$ cat config.mk
export PLATFORM = sky130hd
export DESIGN_NAME = cpt_ctrl8
export DESIGN_NICKNAME = d
export VERILOG_FILES = /design/src/rtl/cpt_ctrl8.sv
export SDC_FILE = /design/constraint.sdc
export NUM_CORES = 1
export LEC_CHECK = 0
export BUFFER_PORTS_ARGS = -buffer_cell sky130_fd_sc_hd__buf_2
export CORE_MARGIN = 2
export CORE_UTILIZATION = 45
export CTS_CLUSTER_DIAMETER = 40
export CTS_CLUSTER_SIZE = 30
export DETAILED_ROUTE_END_ITERATION = 10
export HOLD_SLACK_MARGIN = 0.03
export PLACE_DENSITY = 0.65
export SYNTH_ARGS = -nofsm -noshare
export SYNTH_HDL_FRONTEND = slang
export SYNTH_SLANG_ARGS = --single-unit
$ cat constraint.sdc
create_clock -name clk -period 3.9 [get_ports clk]
set_input_delay 0.39 -clock clk [delete_from_list [all_inputs] [get_ports clk]]
set_output_delay 0.39 -clock clk [all_outputs]
set_load 0.03 [all_outputs]
$ cat src/rtl/cpt_ctrl8.sv
// cpt_ctrl8: sequencing controller for an 8-bit counter with a
// programmable period, one-shot/periodic reload and activate gating.
module cpt_ctrl8 (
   input  logic       clk,
   input  logic       reset,
   input  logic       activate,
   input  logic       cfg_we,
   input  logic [7:0] cfg_period,
   input  logic       cfg_reload,
   input  logic       start,
   input  logic       stop,
   output logic [7:0] out,
   output logic       busy,
   output logic       tc,
   output logic       done,
   output logic       cfg_err
);

   typedef enum logic [1:0] {
      S_IDLE = 2'd0,
      S_RUN  = 2'd1,
      S_DONE = 2'd2
   } state_t;

   state_t     state_q, state_d;
   logic [7:0] cnt_q, cnt_d;
   logic [7:0] per_q, per_d;
   logic       rel_q, rel_d;
   logic       tc_q, tc_d;
   logic       err_q, err_d;
   logic [7:0] last_v;
   logic       term_v;

   // P=0 wraps to a compare against 255, i.e. a 256-count period
   assign last_v = per_q - 8'd1;
   assign term_v = (cnt_q == last_v);

   always_ff @(posedge clk or posedge reset) begin
      if (reset) begin
         state_q <= S_IDLE;
         cnt_q   <= 8'd0;
         per_q   <= 8'd0;
         rel_q   <= 1'b0;
         tc_q    <= 1'b0;
         err_q   <= 1'b0;
      end else begin
         state_q <= state_d;
         cnt_q   <= cnt_d;
         per_q   <= per_d;
         rel_q   <= rel_d;
         tc_q    <= tc_d;
         err_q   <= err_d;
      end
   end

   always_comb begin
      state_d = state_q;
      cnt_d   = cnt_q;
      per_d   = per_q;
      rel_d   = rel_q;
      tc_d    = 1'b0;
      err_d   = 1'b0;
      unique case (state_q)
         S_IDLE: begin
            cnt_d = 8'd0;
            if (cfg_we) begin
               per_d = cfg_period;
               rel_d = cfg_reload;
            end
            if (start) begin
               state_d = S_RUN;
            end
         end
         S_RUN: begin
            if (cfg_we) begin
               err_d = 1'b1;
            end
            if (stop) begin
               state_d = S_IDLE;
               cnt_d   = 8'd0;
            end else if (start) begin
               cnt_d = 8'd0;
            end else if (activate) begin
               if (term_v) begin
                  cnt_d   = 8'd0;
                  tc_d    = 1'b1;
                  state_d = rel_q ? S_RUN : S_DONE;
               end else begin
                  cnt_d = cnt_q + 8'd1;
               end
            end
         end
         S_DONE: begin
            cnt_d = 8'd0;
            if (cfg_we) begin
               per_d = cfg_period;
               rel_d = cfg_reload;
            end
            if (stop) begin
               state_d = S_IDLE;
            end else if (start) begin
               state_d = S_RUN;
            end
         end
         default: begin
            state_d = S_IDLE;
            cnt_d   = 8'd0;
         end
      endcase
   end

   assign out     = cnt_q;
   assign busy    = (state_q == S_RUN);
   assign done    = (state_q == S_DONE);
   assign tc      = tc_q;
   assign cfg_err = err_q;

endmodule

==> reports/summary.txt <==
Final wirelength: 2570 um
GP Congestion: 0.950
Area of the mapped netlist: 0.00117 sq mm
Die height: 54.9 um
Worst path cell trace: or3_1, or3_1, a21oi_1, o211ai_2, o311a_1
Clk buf depth: 2
Mean Syn Cell Area: 9.88 sq um
P&R area growth vs syn: 15.5%
Most common cell after layout, fill and taps aside: buf_2
Post-CTS sizing: 0
Drt pass-1 iters: 4
GRT Overall Usage: 19.7%
Number of max-cap violations: 0
Detail Route Antenna Nets: 0
Boundary Pins: 27
Worst Reg-to-Reg Cells: 5
Clock buffers created by TritonCTS: 3
Clock Tree Root: clkbuf_4
Ys Warns: 0
Crit start category: flip-flop
Post-synth ARST share: 100%
Num Clock Sinks: 21
Area of the core: 0.00248 sq mm
Worst-Skew Late Latency: 0.30 ns
# H-tree levels: 1
Crit path largest cell delay: 0.45 ns
Number of distinct library cells after synthesis: 33
Most frequent cells in the layout: buf_2, dfrtp_1, nand2_1
RSZ-0062 raised after global routing: no
Delay-heaviest family, CP: compound AO/OA/AOI/OAI gates
RR Startpoint: per_q[4]$_DFFE_PP0P_
Pwr/cell area: 401 mW/mm^2
Crit path depth: 5
Status: complete, no violations
Achievable frequency: 0.474 GHz
Largest net degree at the start of global routing: 22
Clock skew: 0.00186 ns
Antenna cells: 0
DR vias: 988
Critical path peak fanout: 7
Hold WC Path Type: input pin to async pin
CP Class: flip-flop to flip-flop
Vias in the first global route: 944
WP data required: 4.10 ns
WL/cell: 14.7 um
Peak supply drop: 296 uV
Worst path buffer plus inverter count: 0
Final setup violation count: 0
Final Cycle Share: 54.1%
Slew headroom: 45.0%
Critical path capture point type: flip-flop
DIE AREA: 0.00301 sq mm
Global route total overflow: 0
Post-layout power: 0.539 mW
NumNets Final: 163
Yosys reg bits: 21
Leakage: 0.628 nW
Worst slew pin tran: 0.824 ns
Hpwl dp: 1970 um
Final min period: 2.11 ns
Initial DRC Count: 29
Setup TNS: 0 ns
Primary FF master, synth: dfrtp_1
Die width: 54.9 um
Cells after DPL: 171
Critical Path AT: 2.31 ns
Number of fill cells: 241
Final-report hold violation count: 0
Std cell rows: 18
Hold-fix buffers, CTS: 0
Clk slew on worst S/H paths: 0.12 ns
# port buffers: 26
Setup repair bufs after CTS: 0
Crit path launch: per_q[4]$_DFFE_PP0P_
Antenna violations before repair: 0
Post-synth EDFFs: 0
Slew Limit Fails: 0
Starting Density: 47.1%
Final Non-Filler Cells: 175
Syn nets: 135
Syn Inst Count: 118
Drt drc: 0
Seq/Total Area, Yosys: 45.1%
Via-to-Cell Ratio: 5.65
Global-route wire length before repair: 4240 um
Layout cell share with drive strength beyond 1: 29.7%
Slowest CP cell: dfrtp_1
CTS tree: yes
Most used cell, CP: or3_1
==> flip-flops by register name, indices dropped and copies added (netlist names) <==
| register | cells |
|---|---|
| rel_q | 1 |
| tc | 1 |
| state_q | 2 |
| out | 8 |
| cfg_err | 1 |
| per_q | 8 |
==> synth_stat cells (all sizes together), types with 3 or more instances <==
master | count | area [sq um]
o31ai | 5 | 37.5
xor2 | 7 | 61.3
nor3 | 3 | 15.0
o21ai | 7 | 35.0
or2 | 3 | 21.3
nor2b | 3 | 18.8
nand4 | 6 | 37.5
nand3 | 4 | 20.0
inv | 7 | 26.3
nor2 | 6 | 22.5
o211ai | 3 | 32.5
dfrtp | 21 | 526
mux2 | 6 | 67.6
xnor2 | 4 | 35.0
a21oi | 4 | 20.0
nand2 | 10 | 40.0
==> logic make-up (layout without fill, tap and decap cells) <==
| family | Yosys count | count (layout) | synth area share [%] |
|---|---|---|---|
| DFF | 21 | 21 | 45.1 |
| xor gates and xnor gates | 11 | 11 | 8.26 |
| AOI/OAI and AO/OA | 22 | 22 | 13.1 |
| and+or+nand+nor | 46 | 46 | 22.2 |
| adders and majority gates | 2 | 2 | 2.15 |
| muxes | 6 | 6 | 5.79 |
| buffers and inverters | 10 | 37 | 3.43 |
==> worst reg2reg max path: stages (launching register included) <==
cell,delay [ns]
dfrtp_1,0.45
or3_1,0.40
or3_1,0.34
a21oi_1,0.26
o211ai_2,0.22
o311a_1,0.34
==> where the power goes <==
| group | internal [mW] | switching (mW) | leakage [nW] |
|---|---|---|---|
| logic | 0.0751 | 0.0752 | 0.342 |
| registers | 0.245 | 0.0368 | 0.271 |
| clock network | 0.0399 | 0.0674 | 0.0150 |
| total | 0.360 | 0.179 | 0.628 |
==> path summary, 6_finish.rpt <==
| kind | slack, ns | endpoint |
|---|---|---|
| hold reg to reg | 0.54 | state_q[1]$_DFFE_PP0P_ |
| setup / recovery | 1.79 | state_q[0]$_DFFE_PP0P_ |
| max in group asynchronous | 3.19 | out[6]$_DFFE_PP0P_ |
| setup reg to reg | 1.79 | state_q[0]$_DFFE_PP0P_ |
| hold / removal | 0.21 | per_q[7]$_DFFE_PP0P_ |
| min in group clk | 0.28 | per_q[1]$_DFFE_PP0P_ |
==> area by class of cell <==
cell class,count,area [sq um],area share [%]
multi-input combinational,87,601,44.6
sequential,21,526,39.0
timing repair buffer,26,130,9.67
tap,30,37.5,2.79
clock buffer,4,26.3,1.95
inverter,7,26.3,1.95
==> per-stage QoR <==
step	worst slack, ns	hold WS, ns	util [%]	instance area (sq um)
4_1_cts	1.78	0.244	54.3	1350
2_1_floorplan	1.98	0.367	-	1170
3_5_place_dp	1.82	0.537	53.3	1320
3_3_place_gp	1.85	0.510	53.3	1320
6_report	1.79	0.214	54.3	1350
5_1_grt	1.59	0.270	54.3	1350
==> per-layer routing <==
layer | wire [um] | track usage, % | share of wire (%) | up-vias
li1 | - | - | - | 478
met1 | 1150 | 24.1 | 45 | 482
met2 | 1280 | 34.5 | 50 | 22
met3 | 94 | 3.49 | 3.7 | 6
met4 | 45 | 7.32 | 1.8 | 0
met5 | 0 | 0 | 0 | -
(Power assumes the default switching activity.)
